`src/rtl/alu_issue_ctrl_pkg.sv`:
```
// Shared definitions for the ALU issue controller.
//   - ALU opcode and function codes of the vector ALU (R-type)
//   - element width encodings, latency classes and controller states
//   - has_zero_lane(): true when any WW-sized lane of a 64-bit operand is zero
package alu_issue_ctrl_pkg;

  localparam logic [0:5] ALU_OPCODE = 6'b101010;

  localparam logic [0:5] F_VAND   = 6'd1;
  localparam logic [0:5] F_VMULEU = 6'd8;
  localparam logic [0:5] F_VMULOU = 6'd9;
  localparam logic [0:5] F_VDIV   = 6'd14;
  localparam logic [0:5] F_VMOD   = 6'd15;
  localparam logic [0:5] F_VSQEU  = 6'd16;
  localparam logic [0:5] F_VSQOU  = 6'd17;
  localparam logic [0:5] F_VSQRT  = 6'd18;
  localparam logic [0:5] F_MAX    = F_VSQRT;

  localparam logic [0:1] WW_8  = 2'b00;
  localparam logic [0:1] WW_16 = 2'b01;
  localparam logic [0:1] WW_32 = 2'b10;
  localparam logic [0:1] WW_64 = 2'b11;

  typedef enum logic [1:0] {LAT_ONE, LAT_MUL, LAT_DIV} lat_class_e;

  typedef enum logic [1:0] {ST_IDLE, ST_EXEC, ST_RESP} state_e;

  // Lane 0 sits at bit 0 (MSB end); lane order does not matter for "any zero".
  function automatic logic has_zero_lane(input logic [0:63] v, input logic [0:1] ww);
    logic z;
    z = 1'b0;
    case (ww)
      WW_8:    for (int i = 0; i < 8; i++) if (v[8*i +: 8] == 8'd0) z = 1'b1;
      WW_16:   for (int i = 0; i < 4; i++) if (v[16*i +: 16] == 16'd0) z = 1'b1;
      WW_32:   for (int i = 0; i < 2; i++) if (v[32*i +: 32] == 32'd0) z = 1'b1;
      default: z = (v == 64'd0);
    endcase
    return z;
  endfunction

endpackage

```
`src/rtl/alu_issue_ctrl_lat_decode.sv`:
```
// Combinational decode of opcode/func into legality, latency class and
// divide flag. Kept separate so hazard logic can reuse it.
//   opcode, func : instruction fields
//   illegal      : opcode is not the ALU opcode, or func is 0 or above VSQRT
//   lat_class    : LAT_ONE / LAT_MUL / LAT_DIV
//   is_div       : VDIV or VMOD (ops that need the divide-by-zero check)
module alu_issue_ctrl_lat_decode
  import alu_issue_ctrl_pkg::*;
(
  input  logic [0:5]  opcode,
  input  logic [0:5]  func,
  output logic        illegal,
  output lat_class_e  lat_class,
  output logic        is_div
);

  always_comb begin
    illegal   = (opcode != ALU_OPCODE) || (func == 6'd0) || (func > F_MAX);
    is_div    = (func == F_VDIV) || (func == F_VMOD);
    lat_class = LAT_ONE;
    case (func)
      F_VMULEU, F_VMULOU, F_VSQEU, F_VSQOU: lat_class = LAT_MUL;
      F_VDIV, F_VMOD, F_VSQRT:              lat_class = LAT_DIV;
      default:                              lat_class = LAT_ONE;
    endcase
  end

endmodule

```
`src/rtl/alu_issue_ctrl.sv`:
```
// Issue/sequencing controller in front of the combinational vector ALU.
// Accepts one request at a time, holds operands on the ALU inputs for the
// op's latency, captures the ALU result and returns it with its tag.
//   clk, reset          : clock, synchronous active-high reset
//   req_*               : request handshake and payload (opcode/func/ww/rA/rB/tag)
//   alu_*               : registered operands to the ALU, alu_out result back
//   rsp_*               : response handshake, data, tag, illegal/divzero flags
//
// state   | meaning
// IDLE    | req_ready=1, waiting for a request
// EXEC    | operands held on ALU, latency counter running down
// RESP    | result held; rsp_valid raised one cycle after entry, held until rsp_ready
module alu_issue_ctrl
  import alu_issue_ctrl_pkg::*;
#(
  parameter int MUL_LAT = 2,
  parameter int DIV_LAT = 8,
  parameter int TAG_W   = 4
) (
  input  logic             clk,
  input  logic             reset,
  input  logic             req_valid,
  output logic             req_ready,
  input  logic [0:5]       req_opcode,
  input  logic [0:5]       req_func,
  input  logic [0:1]       req_ww,
  input  logic [0:63]      req_rA,
  input  logic [0:63]      req_rB,
  input  logic [TAG_W-1:0] req_tag,
  output logic [0:63]      alu_rA,
  output logic [0:63]      alu_rB,
  output logic [0:5]       alu_func,
  output logic [0:5]       alu_opcode,
  output logic [0:1]       alu_ww,
  input  logic [0:63]      alu_out,
  output logic             rsp_valid,
  input  logic             rsp_ready,
  output logic [0:63]      rsp_data,
  output logic [TAG_W-1:0] rsp_tag,
  output logic             rsp_illegal,
  output logic             rsp_divzero
);

  state_e     state;
  logic [3:0] cnt;
  logic [3:0] lat_m1;
  logic       dec_illegal;
  logic       dec_is_div;
  lat_class_e dec_lat;

  alu_issue_ctrl_lat_decode u_lat_decode (
    .opcode    (req_opcode),
    .func      (req_func),
    .illegal   (dec_illegal),
    .lat_class (dec_lat),
    .is_div    (dec_is_div)
  );

  always_comb begin
    case (dec_lat)
      LAT_MUL: lat_m1 = 4'(MUL_LAT - 1);
      LAT_DIV: lat_m1 = 4'(DIV_LAT - 1);
      default: lat_m1 = 4'd0;
    endcase
  end

  always_ff @(posedge clk) begin
    if (reset) begin
      state       <= ST_IDLE;
      cnt         <= '0;
      req_ready   <= 1'b1;
      alu_rA      <= '0;
      alu_rB      <= '0;
      alu_func    <= '0;
      alu_opcode  <= '0;
      alu_ww      <= '0;
      rsp_valid   <= 1'b0;
      rsp_data    <= '0;
      rsp_tag     <= '0;
      rsp_illegal <= 1'b0;
      rsp_divzero <= 1'b0;
    end else begin
      case (state)
        ST_IDLE: begin
          if (req_valid && req_ready) begin
            req_ready <= 1'b0;
            rsp_tag   <= req_tag;
            if (dec_illegal) begin
              // Nothing is sent to the ALU; respond with zero data.
              alu_rA      <= '0;
              alu_rB      <= '0;
              alu_func    <= '0;
              alu_opcode  <= '0;
              alu_ww      <= '0;
              rsp_data    <= '0;
              rsp_illegal <= 1'b1;
              rsp_divzero <= 1'b0;
              state       <= ST_RESP;
            end else begin
              alu_rA      <= req_rA;
              alu_rB      <= req_rB;
              alu_func    <= req_func;
              alu_opcode  <= req_opcode;
              alu_ww      <= req_ww;
              cnt         <= lat_m1;
              rsp_illegal <= 1'b0;
              rsp_divzero <= dec_is_div && has_zero_lane(req_rB, req_ww);
              state       <= ST_EXEC;
            end
          end
        end
        ST_EXEC: begin
          if (cnt == 4'd0) begin
            rsp_data <= alu_out;
            state    <= ST_RESP;
          end else begin
            cnt <= cnt - 4'd1;
          end
        end
        ST_RESP: begin
          // rsp_valid is raised on the first RESP cycle so ready never
          // reaches valid combinationally.
          if (!rsp_valid) begin
            rsp_valid <= 1'b1;
          end else if (rsp_ready) begin
            rsp_valid   <= 1'b0;
            rsp_illegal <= 1'b0;
            rsp_divzero <= 1'b0;
            req_ready   <= 1'b1;
            state       <= ST_IDLE;
          end
        end
        default: state <= ST_IDLE;
      endcase
    end
  end

endmodule

```
`config.mk`:
```
export PLATFORM = sky130hd
export DESIGN_NAME = alu_issue_ctrl
export DESIGN_NICKNAME = d
export VERILOG_FILES = /design/src/rtl/alu_issue_ctrl_pkg.sv /design/src/rtl/alu_issue_ctrl_lat_decode.sv /design/src/rtl/alu_issue_ctrl.sv
export SDC_FILE = /design/constraint.sdc
export NUM_CORES = 1
export LEC_CHECK = 0
export ABC_AREA = 0
export ABC_CLOCK_PERIOD_IN_PS = 2400
export CAP_MARGIN = 5
export CELL_PAD_IN_SITES_DETAIL_PLACEMENT = 1
export CELL_PAD_IN_SITES_GLOBAL_PLACEMENT = 1
export CORE_MARGIN = 1.5
export CORE_UTILIZATION = 28
export DETAILED_ROUTE_END_ITERATION = 12
export PLACE_DENSITY = 0.88
export SYNTH_ARGS = -nofsm -noshare
export SYNTH_HDL_FRONTEND = slang
export SYNTH_SLANG_ARGS = --single-unit
```
`constraint.sdc`:
```
create_clock -name clk -period 2.4 [get_ports clk]
set_input_delay 0.48 -clock clk [delete_from_list [all_inputs] [get_ports clk]]
set_output_delay 0.48 -clock clk [all_outputs]
set_load 0.01 [all_outputs]
```
# Word level (Yosys, flattened, before mapping)
# Index checks and enable logic that the tools add are counted.
[word_totals] register_bits=220 latchBits=0 ramBits=0 mem_bits_ro=0 in_bits=214 output_inout_bits=214 memories=0
[classes] addsub=1 n_mul=0 n_div=0 order_cmp=1 eq_ne=21 shifts=0 muxes=54 n_bitwise=0 n_reduce_logical=33
[ops] op="two-way mux 64 bit" count=5
[ops] op="case mux 64 bit (2 select lines)" count=1
[ops] op="logical NOT 16 bit" count=4
[ops] op="logical NOT 32 bit" count=2
[ops] op="logical NOT 64 bit" count=1
[ops] op="logical NOT 8 bit" count=8
[ops] op="two-way mux 1 bit" count=29
[ops] op="== test 6 x 4 -> 1 bit (second input constant)" count=4
[ops] op="== test 6 x 5 -> 1 bit (second input constant)" count=3
[ops] op="AND reduction 4 bit" count=4
[ops] op="inequality test 2 bit (second input constant)" count=7
[ops] op="two-way mux 2 bit" count=6
[ops] op="two-way mux 4 bit" count=3
[ops] op="two-way mux 6 bit" count=2
[ops] op="case mux 4 bit (2 select lines)" count=1
[ops] op="== test 2 x 1 -> 1 bit (second input constant)" count=3
[ops] op="== test 2 bit (second input constant)" count=3
[ops] op="> comparator 6 x 5 -> 1 bit (second input constant)" count=1
[ops] op="logical NOT 6 bit" count=1
[ops] op="inequality test 6 bit (second input constant)" count=1
[ops] op="case mux 1 bit (2 select lines)" count=3
[ops] op="case mux 2 bit (3 select lines)" count=1
[ops] op="case mux 3 bit (2 select lines)" count=1
[ops] op="logical NOT 2 bit" count=2
[ops] op="other kinds (10)" count=14

# Logic depth before layout (Yosys ltp)
# Gate-level depths: netlist of the first run.
[depth] depth_word=18 mapped_depth=9 depth_no_buf=8

# Hierarchy
# A second synthesis of the first run with hierarchy kept.
[unflattened] cells_unflattened=976 area_unflattened_um2=9166.3
[modules_own_cells] mod="alu_issue_ctrl" n_inst=1 cells_each=961 area_per_inst_um2=9068.7
[modules_own_cells] mod="alu_issue_ctrl_lat_decode" n_inst=1 cells_each=15 area_per_inst_um2=97.6

# Worst setup path before layout of the first run
# Ideal clock, no wire load.
[synth_path] path_type="input-to-reg" startpoint="in req_func[4] in the netlist's numbering" endpoint="reg cnt[0]" setup_ns=0.091 arrival_time_ns=2.033 required_time_ns=2.309 setup_slack_ns=0.277 path_stages=4 n_path_buf=0 path_cell_list="or4_1 > ha_1 > or4_1 > a311oi_1"
[synth_via] elab_chain_cells=8 elab_cells_between_ends=22 cone_classes="order compare (1); eq/ne (10); mux (5); reduce/logical (6)"
[synth_rtl] element="from (decl)" line="alu_issue_ctrl.sv:25" rtl="input logic [0:5] req_func,"
[synth_rtl] element="== test 6 x 4 -> 1 bit / == test 6 x 5 -> 1 bit (equally long branches)" line="alu_issue_ctrl_lat_decode.sv:21" rtl="case (func)"
[synth_rtl] element="OR reduction 4 bit / OR reduction 3 bit (equally long branches)" line="alu_issue_ctrl_lat_decode.sv:21"
[synth_rtl] element="case mux 2 bit (2 select lines)" line="alu_issue_ctrl_lat_decode.sv:21"
[synth_rtl] element="== test 2 bit / == test 2 x 1 -> 1 bit (equally long branches)" line="alu_issue_ctrl.sv:60" rtl="case (dec_lat)"
[synth_rtl] element="case mux 3 bit (2 select lines)" line="alu_issue_ctrl.sv:60"
[synth_rtl] element="two-way mux 4 bit" line="alu_issue_ctrl.sv:88" rtl="if (dec_illegal) begin"
[synth_rtl] element="two-way mux 4 bit" line="alu_issue_ctrl.sv:85" rtl="if (req_valid && req_ready) begin"
[synth_rtl] element="case mux 4 bit (2 select lines)" line="alu_issue_ctrl.sv:83" rtl="case (state)"
[synth_rtl] element="to (signal assigned)" line="alu_issue_ctrl.sv:105" rtl="cnt <= lat_m1;"
[synth_rtl] element="to (signal assigned)" line="alu_issue_ctrl.sv:117" rtl="cnt <= cnt - 4'd1;"
[synth_rtl] element="to (decl)" line="alu_issue_ctrl.sv:45" rtl="logic [3:0] cnt;"
# Parallel ways exist; a longest one is shown, timed or not. The select of a mux whose other input is x is not followed.
# A chain may end at the register's enable or synchronous reset.

# Worst setup path after layout of the first run
[layout_path] startpoint="in req_func[3] in the netlist's numbering" endpoint="reg cnt[0]"
# The elaborated chain is that of the path after synthesis.

==> out/metrics.yaml, run 1 <==
synthesis:
  yosys.cell_types.count: 48
  yosys_warnings: 0
  netlist_instances: 894
  synth_sequential_area_ratio_pct: 53.9
  synth-edff-count: 0
  asyncSetResetFlopFracSynth_pct: 0
  synth_fp_nets: 1110
  synth-main-ff-cell: "sky130_fd_sc_hd__dfxtp_1"
  synth_area_um2: 8160
  synthesis.area_per_instance_um2: 9.13
  yosys_register_bits: 220
worst_setup_path:
  crit_path_start_kind: "input pin"
  worst-r2r-cell-count: 7
  critical_path.slowest_cell: "sky130_fd_sc_hd__or4_1"
  crit_path_end_kind: "register"
  setup_cp_type: "in -> reg"
  dominant_cell_type_by_count_on_the_critical_path: "sky130_fd_sc_hd__or4_1"
  crit_path_max_incr_delay_ns: 0.55
  regToRegStartpoint: "cnt[0]"
  worst_setup_slack_for_register_to_register_paths_ns: 0.45
  crit_path_max_fo: 4
  timing.critical_path.depth: 5
  cp_cell_sequence: "clkdlybuf4s50_1 > or4_1 > ha_1 > or4_1 > a311oi_1"
  critPathTopFamily: "simple AND/OR/NAND/NOR gates"
  critPathLaunch: "req_func[3]"
  crit-reg2reg-capture: "cnt[3]"
  arrival_time_of_data_at_the_critical_path_endpoint_ns: 2.67
  buffers_plus_inverters_on_the_worst_setup_path: 1
  crit_required_ns: 2.84
  worst_setup_path_endpoint: "cnt[0]"
sta:
  achievable-frequency_mhz: 449
  slew_headroom_pct: 66.1
  postLayoutSetupSlackWorst_ns: 0.172
  report.final.setup_viol: 0
  fin_skew_ns: 0.0121
  max_slew.worst_pin.slew_ns: 0.504
  slew_viol_final: 0
  grt_setup_unrepaired: "false"
  fin_tns_setup_ns: 0
  final.min_clock_period_ns: 2.23
  final_min_period_over_clock_period_pct: 92.9
  timing_hold_violations_final: 0
global_routing:
  grt_first_pass_wirelength_um: 53900
  initial_antenna_violation_count: 0
  first_global_vias: 9318
  grtUsageTotal_pct: 22.4
  grt_overflow_total: 0
  grt_max_degree: 65
cells_and_area:
  drive_gt1_share_pct: 13.0
  antenna_cells_inserted: 0
  area_growth_pct: 72.0
  final_nets: 1556
  mostFrequentLayoutCell: "sky130_fd_sc_hd__clkdlybuf4s50_1"
  fin_area_um2: 14000
  nFillCells: 3181
  final_cell_mix: "sky130_fd_sc_hd__clkdlybuf4s50_1 (426), sky130_fd_sc_hd__dfxtp_1 (220), sky130_fd_sc_hd__nand2_1 (214)"
floorplan:
  fp.dieArea_um2: 30200
  placement_rows: 62
  die_h_um: 174
  top_level_ports: 428
  initial_core_util_pct: 28.4
  core_area_um2: 28700
  die_x_um: 174
job:
  max-cap-violations: 0
clock_tree:
  h_tree_depth: 1
  numCtsBuffers: 25
  clock_path_buffers: 3
  clockRootBuffer: "sky130_fd_sc_hd__clkbuf_16"
  holdBufCountCts: 0
  worstSkewPairLatency_ns: 0.53
  clk_transition_reported_paths_ns: 0.06
  clock_sink_count: 220
  cts_tree: "built"
placed_design:
  place.detailed.hpwl_um: 25900
  place_worst_setup_slack_ns: -0.374
  place.gp.congestion: 0.818
  instance_area_after_placement_um2: 13200
  buffer_ports.inserted: 427
drt:
  wl_per_cell_um: 20.2
  detailroute.via_count: 8558
  route.final.wire_length_um: 35300
  detail_route.drc_violations: 0
  drt_iter0_drc: 414
  count_of_tritonroute_iterations_in_the_first_routing_pass: 4
  antenna_left: 0
  viasPerCell: 4.91
power:
  intPower_w: 0.00660
  power_frac_seq_pct: 42.6
  switching_share_pct: 25.2
  comb_power_share_pct: 13.4
  power_switching_w: 0.00223
  cellPowerDensity_nw_per_um2: 629
  worst_vdd_ir_mv: 0.489
  leakagePower_nw: 4.87
  share_clk_of_total_power_pct: 44.0
worst_hold_path:
  hold_path_class: "in -> reg"
status:
  outcome: "finished, final reports clean"
sequential cells by signal, indices dropped and copies added (netlist names):
name / count
alu_func: 6
rsp_tag: 4
req_ready: 1
rsp_data: 64
alu_rB: 64
cnt: 4
state: 2
alu_opcode: 6
rsp_valid: 1
rsp_illegal: 1
alu_rA: 64
alu_ww: 2
rsp_divzero: 1
synthesized netlist by cell type, types with 4 or more instances:
library cell	count	area, um^2
sky130_fd_sc_hd__buf_6	13	146
sky130_fd_sc_hd__nor4_1	17	106
sky130_fd_sc_hd__clkbuf_1	26	97.6
sky130_fd_sc_hd__a21oi_2	51	447
sky130_fd_sc_hd__nand4_1	7	43.8
sky130_fd_sc_hd__nand3_1	92	460
sky130_fd_sc_hd__buf_1	14	52.6
sky130_fd_sc_hd__dfxtp_1	220	4400
sky130_fd_sc_hd__nor2_1	6	22.5
sky130_fd_sc_hd__a21oi_1	95	475
sky130_fd_sc_hd__a22o_1	64	561
sky130_fd_sc_hd__buf_2	18	90.1
sky130_fd_sc_hd__o21ai_0	4	20.0
sky130_fd_sc_hd__nand2b_1	5	31.3
sky130_fd_sc_hd__nand2_1	214	803
cell type report:
cell class	count	area, um^2	area share (%)
timing repair buffer	492	4950	35.2
multi-input combinational	599	3370	24.0
tap	384	480	3.42
clock inverter	14	129	0.918
clock buffer	31	698	4.97
inverter	2	7.51	0.0535
sequential	220	4400	31.4
worst min path at each step:
stage | startpoint | slack [ns] | depth (start not counted) | endpoint
floorplan | req_ready | 0.47 | 2 | req_ready
global placement | alu_rB[32] | 0.44 | 2 | alu_rB[32]
detailed placement | alu_rB[24] | 0.45 | 2 | alu_rB[24]
CTS | reset | 0.34 | 2 | cnt[2]
global route | reset | 0.35 | 2 | cnt[2]
finish | reset | 0.36 | 2 | cnt[1]
power groups by stage:
stage          sequential, W  combinational (W)  clock [W]
2_1_floorplan        0.00386           0.000418          0
3_3_place_gp         0.00383            0.00115          0
3_5_place_dp         0.00384            0.00118          0
4_1_cts              0.00376            0.00119    0.00398
5_1_grt              0.00376            0.00126    0.00409
6_report             0.00376            0.00118    0.00388
timing repair:
item                       CTS  global route
gates resized for setup      0             1
setup endpoints to repair    0             1
buffers inserted             0             0
cells by family after synthesis:
family | after synthesis | share of synthesized area, %
AO/OA/AOI/OAI | 231 | 20.4
XOR/XNOR | 1 | 0.107
adder cells (fa/ha/maj) | 2 | 0.306
buffers and inverters | 75 | 5.01
flip-flops | 220 | 53.9
AND/OR/NAND/NOR | 365 | 20.2
layer usage:
layer	track usage (%)	share of wire (%)	routed length (um)	vias to the layer above
li1	-	-	-	4014
met1	24.0	38	13300	4123
met2	40.9	50	17700	340
met3	7.00	7.8	2760	81
met4	8.73	4.3	1500	0
met5	0	0	0	-
metrics by stage:
step	hold WS (ns)	util, %	cells	power, W
after floorplan	0.474	-	894	0.00428
after global placement	0.437	46.0	1697	0.00498
after detailed placement	0.446	46.0	1697	0.00502
after CTS	0.338	48.9	1742	0.00893
after global routing	0.353	48.9	1742	0.00912
final	0.361	48.9	1742	0.00882
Power figures use the tool's default switching activity.
==> run 2, diff against run 1 <==
- MAX_ROUTING_LAYER: not set -> met4
==> run 2 against run 1 <==
Net effect: non-clock buffer count did not move; hold slack barely moved; core utilization did not move; maximum frequency rose by 0.20%; power barely moved; worst setup slack improved by 0.0045 ns; critical path type unchanged; largest power group unchanged.
==> out/metrics.yaml, run 2 (synthesis results as in run 1) <==
global_routing:
  use_met3_pct: 6.45
  grt_most_used_layer: "met2"
  initial_antenna_violation_count: 0
  grt_max_degree: 65
  grt_overflow_total: 0
  globalRouteMet1Util_pct: 24.4
  grt_first_pass_wirelength_um: 53700
  global_route.usage.met2_pct: 40.9
  first_global_vias: 9340
  grtUsageTotal_pct: 23.1
worst_setup_path:
  cp_cell_sequence: "clkdlybuf4s50_1 > or4_1 > ha_1 > or4_1 > a311oi_1"
  crit_path_end_kind: "register"
  dominant_cell_type_by_count_on_the_critical_path: "sky130_fd_sc_hd__or4_1"
  regToRegStartpoint: "cnt[0]"
  worst_setup_slack_for_register_to_register_paths_ns: 0.46
  arrival_time_of_data_at_the_critical_path_endpoint_ns: 2.66
  buffers_plus_inverters_on_the_worst_setup_path: 1
  critPathTopFamily: "simple AND/OR/NAND/NOR gates"
  worst-r2r-cell-count: 7
  crit_path_max_incr_delay_ns: 0.55
  crit_required_ns: 2.84
  crit-reg2reg-capture: "cnt[3]"
  crit_path_start_kind: "input pin"
  setup_cp_type: "in -> reg"
  critical_path.slowest_cell: "sky130_fd_sc_hd__or4_1"
  crit_path_max_fo: 4
worst_hold_path:
  timing.hold.worst_endpoint: "cnt[1]"
  hp-start: "reset"
  hold_path_class: "in -> reg"
  timing.hold.worst_path_depth: 2
floorplan:
  top_level_ports: 428
  placement_rows: 62
  fp.dieArea_um2: 30200
  core_area_um2: 28700
  initial_core_util_pct: 28.4
  die_h_um: 174
  die_x_um: 174
sta:
  report.final.setup_viol: 0
  final.min_clock_period_ns: 2.22
  final_min_period_over_clock_period_pct: 92.7
  max_slew.worst_pin.slew_ns: 0.500
  achievable-frequency_mhz: 450
  timing_hold_violations_final: 0
  fin_skew_ns: 0.0117
  grt_setup_unrepaired: "false"
  slew_headroom_pct: 66.4
  fin_tns_setup_ns: 0
  slew_viol_final: 0
  postLayoutSetupSlackWorst_ns: 0.176
clock_tree:
  clock_sink_count: 220
  h_tree_depth: 1
  cts.repair_timing.setup_buffer_count: 0
  clock_path_buffers: 3
  clk_transition_reported_paths_ns: 0.06
  post_cts.resized_instances: 0
  clockRootBuffer: "sky130_fd_sc_hd__clkbuf_16"
  numCtsBuffers: 25
  cts_tree: "built"
  holdBufCountCts: 0
  worstSkewPairLatency_ns: 0.53
drt:
  route.final.wire_length_um: 35300
  drt_iter0_drc: 415
  detail_route.drc_violations: 0
  antenna_left: 0
  detailroute.via_count: 8599
  wl_per_cell_um: 20.3
  count_of_tritonroute_iterations_in_the_first_routing_pass: 4
  viasPerCell: 4.94
status:
  outcome: "finished, final reports clean"
cells_and_area:
  area_growth_pct: 72.0
  fin_area_um2: 14000
  finalCoreUtilization_pct: 48.9
  final_nets: 1556
  final_cell_mix: "sky130_fd_sc_hd__clkdlybuf4s50_1 (426), sky130_fd_sc_hd__dfxtp_1 (220), sky130_fd_sc_hd__nand2_1 (214)"
  nFillCells: 3181
  mostFrequentLayoutCell: "sky130_fd_sc_hd__clkdlybuf4s50_1"
  biggestRegsByFlops: "alu_rA x64, alu_rB x64, rsp_data x64"
  drive_gt1_share_pct: 13.0
  antenna_cells_inserted: 0
placed_design:
  place_worst_setup_slack_ns: -0.374
  instance_area_after_placement_um2: 13200
  buffer_ports.inserted: 427
  place.gp.congestion: 0.830
  place.detailed.hpwl_um: 25900
power:
  worst_vdd_ir_mv: 0.489
  cellPowerDensity_nw_per_um2: 628
  leakagePower_nw: 4.87
  fin_total_pwr_w: 0.00882
job:
  max-cap-violations: 0
==> run 2: area by class of cell <==
cell class / instances / area (um^2) / share of cell area, %
clock buffers: 31 / 698 / 4.97
well taps: 384 / 480 / 3.42
multi-input cells: 599 / 3370 / 24.0
clock inverters: 14 / 129 / 0.918
inverters: 2 / 7.51 / 0.0535
repair buffers: 492 / 4950 / 35.2
flip-flops and latches: 220 / 4400 / 31.4
==> run 2: power by group <==
part	switching [W]	internal, W	leakage (nW)
combinational	0.000573	0.000611	2.68
clock	0.00161	0.00227	0.413
sequential	0.0000412	0.00372	1.78
==> run 2: through the flow <==
stage,cells,hold WS (ns)
3_5_place_dp,1697,0.446
3_3_place_gp,1697,0.437
5_1_grt,1742,0.353
6_report,1742,0.361
2_1_floorplan,894,0.474
4_1_cts,1742,0.338
==> run 2: how the worst max path moves through the flow <==
stage                     start     end  slack [ns]  depth (start not counted)
floorplan           req_func[4]  cnt[0]        0.28                          4
global placement    req_func[2]  cnt[0]       -0.25                          8
detailed placement  req_func[2]  cnt[0]       -0.37                          8
CTS                 req_func[2]  cnt[0]        0.07                          8
global route        req_func[3]  cnt[0]        0.14                          5
finish              req_func[3]  cnt[0]        0.18                          5
==> run 2: routing by layer <==
metal	part of all wire (%)	vias to the layer above
met4	4.3	0
met1	39	4155
met2	50	339
met3	7.2	94
met5	0	-
li1	-	4011
==> run 2: worst reg2reg max path: stages (launching register included) <==
cell	delay, ns
sky130_fd_sc_hd__dfxtp_1	0.33
sky130_fd_sc_hd__inv_1	0.09
sky130_fd_sc_hd__ha_1	0.19
sky130_fd_sc_hd__or3b_1	0.44
sky130_fd_sc_hd__nand2b_1	0.20
sky130_fd_sc_hd__o31ai_4	0.14
sky130_fd_sc_hd__and3_1	0.20
sky130_fd_sc_hd__a2111oi_2	0.26
==> run 3, diff against run 2 <==
- CAP_MARGIN: 5 -> not set
==> results of run 3 <==
The final DEF is identical to that of run 2; final timing and power are the same.
